### config.mk
export PLATFORM = sky130hd
export DESIGN_NAME = cdb_arbiter
export DESIGN_NICKNAME = d
export VERILOG_FILES = /design/src/rtl/cdb_pkg.sv /design/src/rtl/cdb_result_fifo.sv /design/src/rtl/cdb_arbiter.sv
export SDC_FILE = /design/constraint.sdc
export NUM_CORES = 1
export LEC_CHECK = 0
export ABC_AREA = 1
export CAP_MARGIN = 20
export CELL_PAD_IN_SITES_DETAIL_PLACEMENT = 2
export CELL_PAD_IN_SITES_GLOBAL_PLACEMENT = 2
export CORE_ASPECT_RATIO = 0.5
export CORE_MARGIN = 2
export CORE_UTILIZATION = 40
export DETAILED_ROUTE_END_ITERATION = 12
export GPL_TIMING_DRIVEN = 0
export HOLD_SLACK_MARGIN = 0.05
export PLACE_DENSITY = 0.85
export SLEW_MARGIN = 10
export SYNTH_ARGS = -nofsm -noshare
export SYNTH_HDL_FRONTEND = slang
export SYNTH_SLANG_ARGS = --single-unit
### constraint.sdc
create_clock -name clk_i -period 4.1 [get_ports clk_i]
set_clock_uncertainty 0.15 [all_clocks]
set_input_delay 1.23 -clock clk_i [delete_from_list [all_inputs] [get_ports clk_i]]
set_output_delay 1.23 -clock clk_i [all_outputs]
set_load 0.01 [all_outputs]
### src/rtl/cdb_pkg.sv
// -----------------------------------------------------------------------------
// cdb_pkg
// Shared definitions for the common data bus (CDB): default tag/data widths,
// the source IDs that tag each broadcast with its functional unit, the bus
// struct the reservation stations consume, and the round-robin helpers used by
// the CDB arbiter.
// -----------------------------------------------------------------------------
package cdb_pkg;

    localparam int TAG_W   = 5;
    localparam int DATA_W  = 32;
    localparam int NUM_SRC = 3;

    typedef enum logic [1:0] {
        SRC_ALU = 2'd0,
        SRC_MUL = 2'd1,
        SRC_LSU = 2'd2
    } cdb_src_e;

    typedef struct packed {
        logic              en;
        logic [TAG_W-1:0]  tag;
        logic [DATA_W-1:0] data;
        cdb_src_e          src;
    } cdb_bus_t;

    // (a + b) mod 3 for operands in 0..2.
    function automatic logic [1:0] wrap3(input logic [1:0] a, input logic [1:0] b);
        logic [2:0] sum;
        sum = {1'b0, a} + {1'b0, b};
        return (sum >= 3'd3) ? 2'(sum - 3'd3) : sum[1:0];
    endfunction

    // Round-robin search starting at ptr. Returns {found, index}. The loop runs
    // from the farthest offset down so the nearest requester overwrites last.
    function automatic logic [2:0] rr_pick(input logic [2:0] req, input logic [1:0] ptr);
        logic [2:0] result;
        logic [1:0] idx;
        result = 3'b000;
        for (int i = 2; i >= 0; i--) begin
            idx = wrap3(ptr, 2'(i));
            if (req[idx]) begin
                result = {1'b1, idx};
            end
        end
        return result;
    endfunction

endpackage

### src/rtl/cdb_result_fifo.sv
// -----------------------------------------------------------------------------
// cdb_result_fifo
// Per-functional-unit result queue feeding the CDB arbiter.
//   clk_i, reset_i      clock, asynchronous active-high reset
//   flush_i             synchronous flush, empties the queue, beats push/pop
//   push_i, tag_i,      enqueue a result (ignored while full)
//   data_i
//   pop_i               dequeue the head (ignored while empty)
//   head_tag_o,         oldest entry, meaningful only when count_o != 0
//   head_data_o
//   count_o, full_o     registered occupancy
// -----------------------------------------------------------------------------
module cdb_result_fifo #(
    parameter int FIFO_DEPTH = 4,
    parameter int TAG_W      = 5,
    parameter int DATA_W     = 32,
    localparam int PTR_W     = $clog2(FIFO_DEPTH),
    localparam int CNT_W     = PTR_W + 1
) (
    input  logic              clk_i,
    input  logic              reset_i,
    input  logic              flush_i,
    input  logic              push_i,
    input  logic [TAG_W-1:0]  tag_i,
    input  logic [DATA_W-1:0] data_i,
    input  logic              pop_i,
    output logic [TAG_W-1:0]  head_tag_o,
    output logic [DATA_W-1:0] head_data_o,
    output logic [CNT_W-1:0]  count_o,
    output logic              full_o
);

    logic [TAG_W+DATA_W-1:0] mem [FIFO_DEPTH];
    logic [PTR_W-1:0]        wr_ptr;
    logic [PTR_W-1:0]        rd_ptr;
    logic                    do_push;
    logic                    do_pop;

    assign full_o  = (count_o == CNT_W'(FIFO_DEPTH));
    // Full blocks a push even when the head leaves in the same cycle.
    assign do_push = push_i && !full_o && !flush_i;
    assign do_pop  = pop_i && (count_o != '0) && !flush_i;

    assign {head_tag_o, head_data_o} = mem[rd_ptr];

    // Storage carries no reset; only entries below count_o are ever read.
    always_ff @(posedge clk_i) begin
        if (do_push) begin
            mem[wr_ptr] <= {tag_i, data_i};
        end
    end

    // Depth is a power of two, so pointer wrap is plain overflow.
    always_ff @(posedge clk_i or posedge reset_i) begin
        if (reset_i) begin
            wr_ptr  <= '0;
            rd_ptr  <= '0;
            count_o <= '0;
        end else if (flush_i) begin
            wr_ptr  <= '0;
            rd_ptr  <= '0;
            count_o <= '0;
        end else begin
            if (do_push) begin
                wr_ptr <= wr_ptr + 1'b1;
            end
            if (do_pop) begin
                rd_ptr <= rd_ptr + 1'b1;
            end
            case ({do_push, do_pop})
                2'b10:   count_o <= count_o + 1'b1;
                2'b01:   count_o <= count_o - 1'b1;
                default: count_o <= count_o;
            endcase
        end
    end

endmodule

### src/rtl/cdb_arbiter.sv
// -----------------------------------------------------------------------------
// cdb_arbiter
// Producer end of the common data bus. Buffers ALU/MUL/LSU results in one
// queue each and broadcasts one result per cycle, chosen round-robin, on
// registered CDB outputs.
//   clk_i, reset_i, flush_i             clock, async active-high reset, sync flush
//   {alu,mul,lsu}_valid_i/_tag_i/_data_i  FU writeback results
//   {alu,mul,lsu}_ready_o                 queue has room (registered count only)
//   cdb_en_o, cdb_tag_o, cdb_data_o,      broadcast; src 0=ALU 1=MUL 2=LSU
//   cdb_src_o
// Build option: define CDB_BYPASS_EN to let a result arriving at an empty
// queue compete in the same cycle (1-cycle latency); otherwise only queue
// heads compete (2-cycle latency).
// -----------------------------------------------------------------------------
module cdb_arbiter #(
    parameter int FIFO_DEPTH = 4,
    parameter int TAG_W      = cdb_pkg::TAG_W,
    parameter int DATA_W     = cdb_pkg::DATA_W
) (
    input  logic              clk_i,
    input  logic              reset_i,
    input  logic              flush_i,
    input  logic              alu_valid_i,
    input  logic [TAG_W-1:0]  alu_tag_i,
    input  logic [DATA_W-1:0] alu_data_i,
    output logic              alu_ready_o,
    input  logic              mul_valid_i,
    input  logic [TAG_W-1:0]  mul_tag_i,
    input  logic [DATA_W-1:0] mul_data_i,
    output logic              mul_ready_o,
    input  logic              lsu_valid_i,
    input  logic [TAG_W-1:0]  lsu_tag_i,
    input  logic [DATA_W-1:0] lsu_data_i,
    output logic              lsu_ready_o,
    output logic              cdb_en_o,
    output logic [TAG_W-1:0]  cdb_tag_o,
    output logic [DATA_W-1:0] cdb_data_o,
    output logic [1:0]        cdb_src_o
);

    import cdb_pkg::*;

    localparam int CNT_W = $clog2(FIFO_DEPTH) + 1;

    logic [2:0]        in_valid;
    logic [TAG_W-1:0]  in_tag    [3];
    logic [DATA_W-1:0] in_data   [3];
    logic [TAG_W-1:0]  head_tag  [3];
    logic [DATA_W-1:0] head_data [3];
    logic [CNT_W-1:0]  q_count   [3];
    logic [2:0]        q_full;
    logic [2:0]        q_push;
    logic [2:0]        q_pop;
    logic [2:0]        bypass;
    logic [2:0]        cand;
    logic [2:0]        pick;
    logic              grant;
    logic [1:0]        win;
    logic [TAG_W-1:0]  win_tag;
    logic [DATA_W-1:0] win_data;
    logic [1:0]        rr_ptr;

    assign in_valid         = {lsu_valid_i, mul_valid_i, alu_valid_i};
    assign in_tag[SRC_ALU]  = alu_tag_i;
    assign in_tag[SRC_MUL]  = mul_tag_i;
    assign in_tag[SRC_LSU]  = lsu_tag_i;
    assign in_data[SRC_ALU] = alu_data_i;
    assign in_data[SRC_MUL] = mul_data_i;
    assign in_data[SRC_LSU] = lsu_data_i;

    assign alu_ready_o = !q_full[SRC_ALU];
    assign mul_ready_o = !q_full[SRC_MUL];
    assign lsu_ready_o = !q_full[SRC_LSU];

    for (genvar g = 0; g < 3; g++) begin : g_queue
        cdb_result_fifo #(
            .FIFO_DEPTH (FIFO_DEPTH),
            .TAG_W      (TAG_W),
            .DATA_W     (DATA_W)
        ) u_fifo (
            .clk_i       (clk_i),
            .reset_i     (reset_i),
            .flush_i     (flush_i),
            .push_i      (q_push[g]),
            .tag_i       (in_tag[g]),
            .data_i      (in_data[g]),
            .pop_i       (q_pop[g]),
            .head_tag_o  (head_tag[g]),
            .head_data_o (head_data[g]),
            .count_o     (q_count[g]),
            .full_o      (q_full[g])
        );
    end

    // Candidate selection, winner mux and per-queue push/pop. A bypassed
    // winner skips the queue entirely; a bypass candidate that loses is
    // enqueued like any other result. Flush suppresses the grant.
    always_comb begin
        for (int i = 0; i < 3; i++) begin
`ifdef CDB_BYPASS_EN
            bypass[i] = (q_count[i] == '0) && in_valid[i];
`else
            bypass[i] = 1'b0;
`endif
            cand[i] = (q_count[i] != '0) || bypass[i];
        end
        pick     = rr_pick(cand, rr_ptr);
        grant    = pick[2] && !flush_i;
        win      = pick[1:0];
        win_tag  = bypass[win] ? in_tag[win]  : head_tag[win];
        win_data = bypass[win] ? in_data[win] : head_data[win];
        for (int i = 0; i < 3; i++) begin
            q_pop[i]  = grant && (win == 2'(i)) && !bypass[i];
            q_push[i] = in_valid[i] && !q_full[i]
                        && !(grant && (win == 2'(i)) && bypass[i]);
        end
    end

    // Broadcast registers and round-robin pointer. Idle cycles drop the
    // enable but keep the last tag/data/src on the bus.
    always_ff @(posedge clk_i or posedge reset_i) begin
        if (reset_i) begin
            rr_ptr     <= 2'd0;
            cdb_en_o   <= 1'b0;
            cdb_tag_o  <= '0;
            cdb_data_o <= '0;
            cdb_src_o  <= SRC_ALU;
        end else if (flush_i) begin
            rr_ptr   <= 2'd0;
            cdb_en_o <= 1'b0;
        end else if (grant) begin
            rr_ptr     <= wrap3(win, 2'd1);
            cdb_en_o   <= 1'b1;
            cdb_tag_o  <= win_tag;
            cdb_data_o <= win_data;
            cdb_src_o  <= win;
        end else begin
            cdb_en_o <= 1'b0;
        end
    end

endmodule

==> results.md, run 1 <==
- Run status: finished clean
- Final Worst Setup Slack: 0.0441 ns
- DRT antenna net count: 0
- CTS tree: done
- WL final: 86,000 um
- Setup bufs post-CTS: 0
- Worst-path clk slew: 0.07 ns
- Initial antenna violation count: 10
- Worst Setup Start Kind: primary input
- Period utilization: 0.989
- Clock Root Buffer: clkbuf_16
- Max Freq: 247 MHz
- Maximum vdd drop: 0.309 mV
- Sequential area share after synthesis: 0.732
- Pre-Repair DR Iteration Count: 5
- Vias: 15,700
- Final setup violation count: 0
- Crit Path Max Fanout: 8
- Synth area leader: edfxtp_1
- H-tree level count: 2
- Die area: 52,900 um^2
- Net count after synthesis: 1,772
- Die Height: 164 um
- Ys async rst share: 0.124
- Ys flop type: edfxtp_1
- Hold slack final: 0.413 ns
- Count of final hold-check violations: 0
- First-pass GRT wire length: 123,000 um
- Hold Path Class: reg2reg
- Worst slew pin tran: 0.951 ns
- RSZ-0062 raised after global routing: false
- Initial drt markers: 1,928
- Flip-flop and latch area: 14,900 um^2
- WS Path Type: in2reg
- Nets: 1,994
- GRT Total Usage: 0.321
- Rel. slew slack: 0.364
- Core area: 50,300 um^2
- Area delta synth->final: 22.0%
- Minimum clock period: 4.06 ns
- Vias in the first global route: 17,100
- Final Max Tran Viols: 0
- Die Width: 323 um
- Clk sinks: 507
- Leakage: 8.56 nW
- Io pins: 160
- IO Port Bufs: 159
- Dpl hpwl: 51,200 um
- Pre-CTS setup slack: -0.272 ns
- Synth Register Bits: 507
- Post-CTS Hold Fix Bufs: 0
- Multi-input gate area: 4910 um^2
- Cts bufs inserted: 48
- Crit path required time: 4.39 ns
- Number of synthesized flops with an enable pin: 444
- Grt total ovfl: 0
- Max Cap Viol: 0
- Clock tree buffer depth: 3
- Most area-consuming cells after synthesis: edfxtp_1 65%, dfrtp_1 7.7%, nor2_1 7.1%
- Pin count of the biggest net entering global routing: 46
- Synth top area share: 0.654
- Placer Congestion: 0.817
- Post-Route Utilization: 0.494
- Setup TNS: 0 ns
- # DRC: 0
- Synth Area per Inst: 12.4 um^2
- Worst EP arrival: 4.35 ns
- Starting Density: 0.405
- Synthesized cell area: 20,400 um^2
- Resized cells post-CTS: 0
- # rows: 58
- Layout cells sized above 1: 0.0858
- Pwr/cell area: 744 nW/um^2
- Drt wl/cell: 33.1 um
- Distinct cells, synth: 37
- Synth Instances: 1,637
- Fillers: 4,788
- Via/cell ratio: 6.05
- Yosys warning total: 0
- Critical Path Sink Type: register
- Clk Latency, worst-skew pair: 0.58 ns
registers in the layout, indices dropped and copies added, names as in the netlist:
register                flops
g_queue.u_fifo.wr_ptr       6
cdb_src_o                   2
cdb_data_o                 32
cdb_tag_o                   5
cdb_en_o                    1
g_queue.u_fifo.count_o      9
g_queue.u_fifo.mem        444
rr_ptr                      2
g_queue.u_fifo.rd_ptr       6
worst max-delay path: stages:
cell	delay [ns]
clkdlybuf4s50_1	0.81
clkinv_1	0.62
nand2_8	0.33
nor2_8	0.08
nand4_4	0.11
inv_1	0.08
fa_1	0.38
xnor2_1	0.26
inv_1	0.10
nand2_1	0.09
nand2_1	0.08
nand3_1	0.07
nand2_1	0.09
stage by stage:
step | area (um^2) | instances | power [W]
floorplan | 20400 | 1637 | 0.00979
global placement | 22800 | 2486 | 0.0123
detailed placement | 23200 | 2499 | 0.0129
CTS | 24800 | 2589 | 0.0182
global route | 24900 | 2598 | 0.0189
finish | 24900 | 2598 | 0.0185
logic make-up (layout without fill, tap and decap cells):
logic type                 count (synthesis)  after routing  share of synthesized area
and+or+nand+nor                          562            562                      0.117
xor gates and xnor gates                   4              4                    0.00172
buffers and inverters                    147            409                     0.0317
adders and majority gates                 18             18                     0.0122
AOI/OAI and AO/OA                        399            399                      0.106
other                                      0              9                          0
DFF                                      507            507                      0.732
Yosys cell counts, types with 2 or more instances:
cell      number
a21oi_1       81
o21ai_1        3
o21ai_0      237
nand3_2        4
xnor2_1        3
nand3_1      101
edfxtp_1     444
buf_4          6
buf_2         14
ha_1          15
buf_6          6
o22ai_1       39
inv_1         43
nand2_2       12
nor2_1       388
nor3_1         2
o211ai_1      37
dfrtp_1       63
nand2_1       46
inv_2          6
clkbuf_1      64
nor2_4         2
inv_4          2
buf_1          4
fa_1           3
layer usage:
| metal | up-vias | routed length, um | track usage |
|---|---|---|---|
| met2 | 938 | 42400 | 0.558 |
| met5 | - | 31 | 0 |
| met4 | 4 | 3800 | 0.130 |
| met1 | 8164 | 33100 | 0.395 |
| li1 | 6341 | - | - |
| met3 | 262 | 6710 | 0.0637 |
path summary, 6_finish.rpt:
path                               from                      endpoint  slack, ns  depth (start not counted)
hold reg to reg            cdb_tag_o[0]                  cdb_tag_o[0]       0.41                          2
max in group asynchronous       reset_i                 cdb_data_o[9]       2.38                          3
hold / removal             cdb_tag_o[0]                  cdb_tag_o[0]       0.41                          2
setup / recovery                flush_i  g_queue[0].u_fifo.count_o[2]       0.04                         13
setup reg to reg              rr_ptr[0]  g_queue[0].u_fifo.count_o[2]       0.61                         19
min in group asynchronous       reset_i                 cdb_data_o[4]       0.84                          2
cell type report:
| cell class | count | area share |
|---|---|---|
| Antenna cell | 9 | 0.000906 |
| Buffer | 95 | 0.0179 |
| Clock buffer | 64 | 0.0541 |
| Clock inverter | 26 | 0.0106 |
| Inverter | 52 | 0.00816 |
| Multi-Input combinational cell | 983 | 0.198 |
| Sequential cell | 507 | 0.600 |
| Tap cell | 690 | 0.0347 |
| Timing Repair Buffer | 172 | 0.0760 |
report_power, final:
part           switching (W)  total [W]  internal (W)
logic                0.00526    0.00721       0.00195
registers           0.000338    0.00645       0.00611
clock network        0.00220    0.00484       0.00264
total                0.00780     0.0185        0.0107
placed cells by master, fill, tap and decap left out, types with 9 or more instances in the layout:
| cell type | instances |
|---|---|
| o211ai_1 | 37 |
| dfrtp_1 | 63 |
| nand2_2 | 12 |
| o21ai_0 | 237 |
| clkbuf_1 | 74 |
| clkdlybuf4s50_1 | 159 |
| nand3_1 | 101 |
| nor2_1 | 376 |
| inv_1 | 42 |
| diode_2 | 9 |
| o22ai_1 | 39 |
| clkbuf_16 | 50 |
| edfxtp_1 | 444 |
| nor2_4 | 14 |
| buf_2 | 14 |
| nand2_1 | 46 |
| clkinv_2 | 13 |
| a21oi_1 | 81 |
| ha_1 | 15 |
Note: power is estimated with default switching activity, not from simulation.
==> run 2, diff against run 1 <==
- CORE_UTILIZATION: 40 -> 36
- PLACE_DENSITY: 0.85 -> 0.81
- clock period: 4.1 -> 3.7 ns (I/O delays scaled with it)
==> run 2 against run 1 <==
Combinational power increased by 2%. Critical path depth increased by 6. Critical path type is now reg2reg. Clock-buffer cell count increased by 12. Design area about the same. Non-clock buffer count unchanged. Global-route usage decreased by 7.4 points.
==> results.md, run 2 (synthesis gave the netlist of run 1 again) <==
- Run status: finished clean
- Vias: 14,600 (-6.8%)
- Clock tree buffer depth: 3 (unchanged)
- Crit Path Max Fanout: 6 (-2)
- Clock Root Buffer: clkbuf_16
- Rel. slew slack: 0.416 (+0.0519)
- WL final: 73,600 um (-14%)
- WS Path Type: reg2reg
- Final Max Tran Viols: 0 (unchanged)
- Die area: 58,600 um^2 (+11%)
- Final setup violation count: 0 (unchanged)
- Pre-Repair DR Iteration Count: 5 (unchanged)
- Crit path required time: 4.02 ns (-0.37 ns)
- Max Cap Viol: 0 (unchanged)
- Count of final hold-check violations: 0 (unchanged)
- # DRC: 0 (unchanged)
- Hold Path Class: reg2reg
- Worst-path clk slew: 0.07 ns (about the same)
- First-pass GRT wire length: 107,000 um (-13%)
- CTS tree: done
- Period utilization: 0.903
- RSZ-0062 raised after global routing: false
- GRT Total Usage: 0.247 (-0.0742)
- Post-CTS Hold Fix Bufs: 0 (unchanged)
- Worst EP arrival: 3.67 ns (-0.68 ns)
- Grt total ovfl: 0 (unchanged)
- Starting Density: 0.366 (-0.0395)
- Pin count of the biggest net entering global routing: 49 (+6.5%)
- Die Width: 340 um (+5.3%)
- Worst slew pin tran: 0.873 ns (-0.0777 ns)
- Setup TNS: 0 ns (unchanged)
- Max Freq: 299 MHz
- Most flop-heavy register: g_queue.u_fifo.mem
- Clk sinks: 507 (unchanged)
- Biggest regs: g_queue.u_fifo.mem: 444 flops, cdb_data_o: 32 flops, g_queue.u_fifo.count_o: 9 flops
- Pwr/cell area: 780 nW/um^2 (+4.8%)
- Pre-CTS setup slack: -0.726 ns (-0.453 ns)
- Cts bufs inserted: 48 (unchanged)
- Area delta synth->final: 22.0% (about the same)
- Io pins: 160 (unchanged)
- Worst Setup Start Kind: register
- Leakage: 8.52 nW (-0.48%)
- # rows: 61 (+5.2%)
- Commonest non-fill, non-tap cells in the layout: 444 x edfxtp_1, 376 x nor2_1, 237 x o21ai_0
- Placer Congestion: 0.781 (-4.4%)
- Via/cell ratio: 5.50 (-9.1%)
- Die Height: 172 um (+5.3%)
- Final Worst Setup Slack: 0.359 ns (+0.315 ns)
- Vias in the first global route: 16,000 (-6.1%)
- DRT antenna net count: 0 (unchanged)
- Most common cell after layout, fill and taps aside: edfxtp_1
- Clk Latency, worst-skew pair: 0.59 ns (about the same)
- Minimum clock period: 3.34 ns
- Maximum vdd drop: 0.376 mV (+22%)
- Layout cells sized above 1: 0.0786 (-0.00725)
- Nets: 1,994 (unchanged)
- Initial antenna violation count: 15 (+5)
- Drt wl/cell: 27.6 um (-17%)
- Max reg flops: 444 (unchanged)
- IO Port Bufs: 159 (unchanged)
- Core area: 55,700 um^2 (+11%)
- Critical Path Sink Type: register
- H-tree level count: 2 (unchanged)
- Dpl hpwl: 50,300 um (-1.7%)
- Initial drt markers: 1,471 (-24%)
- Total power: 0.0194 W (+4.8%)
-- run 2: metrics by stage --
step | cell area [um^2] | hold slack (ns) | utilization | std cells
2_1_floorplan | 20400 | 0.366 | - | 1637
3_3_place_gp | 22900 | 0.318 | 0.411 | 2552
3_5_place_dp | 23300 | 0.342 | 0.419 | 2565
4_1_cts | 24800 | 0.361 | 0.446 | 2652
5_1_grt | 24900 | 0.392 | 0.446 | 2661
6_report | 24900 | 0.358 | 0.446 | 2662
-- run 2: path summary, 6_finish.rpt --
kind	startpoint	to	slack, ns	cells past startpoint
max in group asynchronous	reset_i	cdb_data_o[24]	2.10	3
worst min-delay path	cdb_src_o[0]	cdb_src_o[0]	0.36	2
worst max-delay path	rr_ptr[0]	g_queue[0].u_fifo.count_o[2]	0.36	19
min in group asynchronous	reset_i	g_queue[0].u_fifo.count_o[0]	0.73	2
worst max register to register	rr_ptr[0]	g_queue[0].u_fifo.count_o[2]	0.36	19
worst min register to register	cdb_src_o[0]	cdb_src_o[0]	0.36	2
-- run 2: what timing repair did --
| item | in CTS | in global routing |
|---|---|---|
| endpoints found under the setup margin | 3 | 1 |
| setup buffers | 0 | 0 |
| resized for setup | 1 | 1 |
-- run 2: routing by layer --
| metal | track usage | part of all wire | up-vias |
|---|---|---|---|
| li1 | - | - | 6350 |
| met1 | 0.309 | 0.40 | 7641 |
| met2 | 0.432 | 0.50 | 482 |
| met3 | 0.0454 | 0.056 | 152 |
| met4 | 0.0906 | 0.034 | 8 |
| met5 | 0 | 0.00084 | - |
-- run 2: layout make-up --
cell class,instances,area (um^2)
buffer,95,445
tap,756,946
timing repair buffer,172,1920
antenna,10,25.0
multi-input combinational,983,4910
clock inverter,11,101
sequential,507,14900
inverter,52,204
clock buffer,76,1400
fill,5533,30900
-- run 2: critical path, stage by stage, from the launching register on --
cell     delay, ns
dfrtp_1       0.38
inv_1         0.10
ha_1          0.38
inv_2         0.12
nand3_1       0.12
nand2_1       0.11
nand2_1       0.06
nand2_1       0.07
nand2_1       0.13
inv_2         0.29
nor2_8        0.12
nand4_4       0.12
inv_1         0.09
fa_1          0.41
xnor2_1       0.27
inv_1         0.07
nand2_1       0.07
nand2_1       0.06
nand3_1       0.06
nand2_1       0.05
-- run 2: power by group --
group	leakage [nW]	switching, W	total, W	internal (W)
Sequential	4.78	0.000309	0.00708	0.00677
Clock	0.728	0.00222	0.00495	0.00272
Combinational	3.01	0.00519	0.00736	0.00217
Total	8.52	0.00773	0.0194	0.0117
==> run 3, diff against run 2 <==
- CORE_MARGIN: 2 -> not set
- CORE_UTILIZATION: 36 -> 38
- CTS_BUF_LIST: not set -> sky130_fd_sc_hd__clkbuf_4
- PLACE_DENSITY: 0.81 -> 0.85
- SLEW_MARGIN: 10 -> not set
==> run 3 against run 2 <==
Maximum frequency shrank 9.1%. Clock power grew 7.9%. Design area shrank 0.11%. Largest power group unchanged. Largest cell class unchanged. Critical path type unchanged. Combinational power grew 7.9%.
==> results.md, run 3 (synthesis gave the netlist of run 1 again) <==
- Run status: finished clean
- Initial drt markers: 2,161 (+47%)
- Nets: 2,065 (+3.6%)
- Dpl hpwl: 53,000 um (+5.4%)
- Post-CTS Hold Fix Bufs: 0 (unchanged)
- Hold slack final: 0.423 ns (+0.0649 ns)
- Crit path required time: 4.36 ns (+0.34 ns)
- Leakage: 8.71 nW (+2.2%)
- Most common cell after layout, fill and taps aside: edfxtp_1
- Logic pwr share: 0.388 (+0.008)
- Clock Root Buffer: clkbuf_4
- Initial antenna violation count: 15 (unchanged)
- Most flop-heavy register: g_queue.u_fifo.mem
- GRT Total Usage: 0.333 (+0.0858)
- Max Cap Viol: 0 (unchanged)
- WL final: 92,600 um (+26%)
- Max reg flops: 444 (unchanged)
- Max Freq: 272 MHz (-9.1%)
- # DRC: 0 (unchanged)
- Worst EP arrival: 4.33 ns (+0.66 ns)
- Count of final hold-check violations: 0 (unchanged)
- IO Port Bufs: 159 (unchanged)
- Io pins: 160 (unchanged)
- Pint: 0.0114 W (-2.5%)
- Critical Path Sink Type: register
- Hold Path Class: reg2reg
- Placer Congestion: 0.828 (+6.1%)
- Rel. slew slack: 0.361 (-0.0550)
- Setup bufs post-CTS: 0 (unchanged)
- Register-to-register setup slack: 0.03 ns (-0.33 ns)
- Commonest non-fill, non-tap cells in the layout: 444 x edfxtp_1, 376 x nor2_1, 237 x o21ai_0
- Finished Cell Area: 24,800 um^2 (-0.11%)
- H-tree level count: 3 (+1)
- Worst-path clk slew: 0.09 ns (+0.02 ns)
- FF-to-FF Start: rr_ptr[0]
- Vias: 16,600 (+13%)
- Via/cell ratio: 6.05 (+10%)
- Pre-Repair DR Iteration Count: 6 (+1)
- First-pass GRT wire length: 133,000 um (+24%)
- # rows: 59 (-3.3%)
- Final setup violation count: 0 (unchanged)
- Die area: 54,600 um^2 (-6.9%)
- DRT antenna net count: 0 (unchanged)
- Die Width: 329 um (-3.2%)
- Post-Route Utilization: 0.473 (+0.0269)
- Vias in the first global route: 18,100 (+13%)
- Clock tree buffer depth: 3 (unchanged)
- Clock power share: 0.261 (+0.006)
- Clk Latency, worst-skew pair: 0.91 ns (+0.32 ns)
- Placed cell area: 23,200 um^2 (-0.61%)
- Crit Path Max Fanout: 10 (+4)
- Core area: 52,500 um^2 (-5.8%)
- Final Max Tran Viols: 0 (unchanged)
- Grt total ovfl: 0 (unchanged)
- Biggest regs: g_queue.u_fifo.mem: 444 flops, cdb_data_o: 32 flops, g_queue.u_fifo.count_o: 9 flops
- Worst slew pin tran: 0.958 ns (+0.0845 ns)
- Net load switching power: 0.00906 W (+17%)
- Pin count of the biggest net entering global routing: 64 (+31%)
- CTS tree: done
- Area delta synth->final: 21.9%
- Clk sinks: 507 (unchanged)
- Setup crit end: g_queue[1].u_fifo.count_o[2]
- Pwr/cell area: 823 nW/um^2 (+5.5%)
- Cts bufs inserted: 120 (+150%)
- Period utilization: 0.993 (+0.0899)
- Worst Setup Start Kind: register
- Drt wl/cell: 33.8 um (+22%)
- Minimum clock period: 3.67 ns (+0.333 ns)
- Maximum vdd drop: 0.301 mV (-20%)
- Worst flop-to-flop path endpoint: g_queue[1].u_fifo.count_o[2]
- WS Path Type: reg2reg
- Reg2reg path depth: 18 (-1)
- Die Height: 166 um (-3.8%)
- Sw frac: 0.443 (+0.0449)
- CP Launch Point: rr_ptr[0]
- Reg power frac: 0.350 (-0.015)
- Layout cells sized above 1: 0.139 (+0.0607)
- Starting Density: 0.388 (+0.0225)
## run 3: worst min-delay path by stage
stage | endpoint | startpoint | depth (start not counted) | slack [ns]
after detailed placement | cdb_src_o[1] | cdb_src_o[1] | 2 | 0.34
after floorplan | cdb_src_o[1] | cdb_src_o[1] | 2 | 0.37
after global placement | cdb_src_o[0] | cdb_src_o[0] | 2 | 0.35
after global routing | cdb_src_o[1] | cdb_src_o[1] | 2 | 0.46
after CTS | cdb_src_o[0] | cdb_src_o[0] | 2 | 0.43
final | cdb_src_o[1] | cdb_src_o[1] | 2 | 0.42
## run 3: power by group through the flow
| stage | logic, W | clock network [W] | registers (W) |
|---|---|---|---|
| 6_report | 0.00794 | 0.00534 | 0.00716 |
| 3_5_place_dp | 0.00717 | 0 | 0.00720 |
| 4_1_cts | 0.00765 | 0.00526 | 0.00714 |
| 3_3_place_gp | 0.00641 | 0 | 0.00716 |
| 2_1_floorplan | 0.00366 | 0 | 0.00719 |
| 5_1_grt | 0.00817 | 0.00557 | 0.00717 |
## run 3: routing by layer
layer	routed length [um]	share of wire	track usage
met4	4520	0.049	0.154
met5	43	0.00046	0
met2	44500	0.48	0.545
met1	36600	0.39	0.421
met3	6930	0.075	0.0749
## run 3: layout make-up
type | count | area [um^2]
clock buffer | 180 | 1350
clock inverter | 44 | 260
tap | 701 | 877
sequential | 507 | 14900
inverter | 52 | 205
buffer | 95 | 445
timing repair buffer | 171 | 1850
multi-input combinational | 983 | 4910
antenna | 10 | 25.0
fill | 5108 | 27700
## run 3: metrics by stage
step | setup TNS (ns) | std cells | total power [W] | setup slack (ns)
floorplan | 0 | 1637 | 0.0109 | 0.0954
finish | 0 | 2743 | 0.0204 | 0.0265
detailed placement | -36.59 | 2509 | 0.0144 | -0.884
CTS | 0 | 2733 | 0.0201 | 0.127
global route | -0.0371 | 2743 | 0.0209 | -0.0371
global placement | -925.80 | 2497 | 0.0136 | -2.06
## run 3: worst max-delay path, cell delays in order (launching register included)
cell and delay (ns):
dfrtp_1 0.39, inv_1 0.13, ha_1 0.32, inv_1 0.13, nand3_1 0.14, nand3_1 0.11
nand2_1 0.12, nand2_1 0.09, nand2_2 0.08, nand2_2 0.08, a21oi_4 0.49, nand3_4 0.19
inv_1 0.14, fa_1 0.23, xnor2_1 0.20, nand3_1 0.18, nand2_1 0.18, nand3_1 0.13
nand2_1 0.12
## run 3: timing repair
item	in CTS	in global routing
setup endpoints to repair	1	1
pin swaps	0	0
hold endpoints to repair	0	0
cloned	0	0
gates resized for setup	1	2
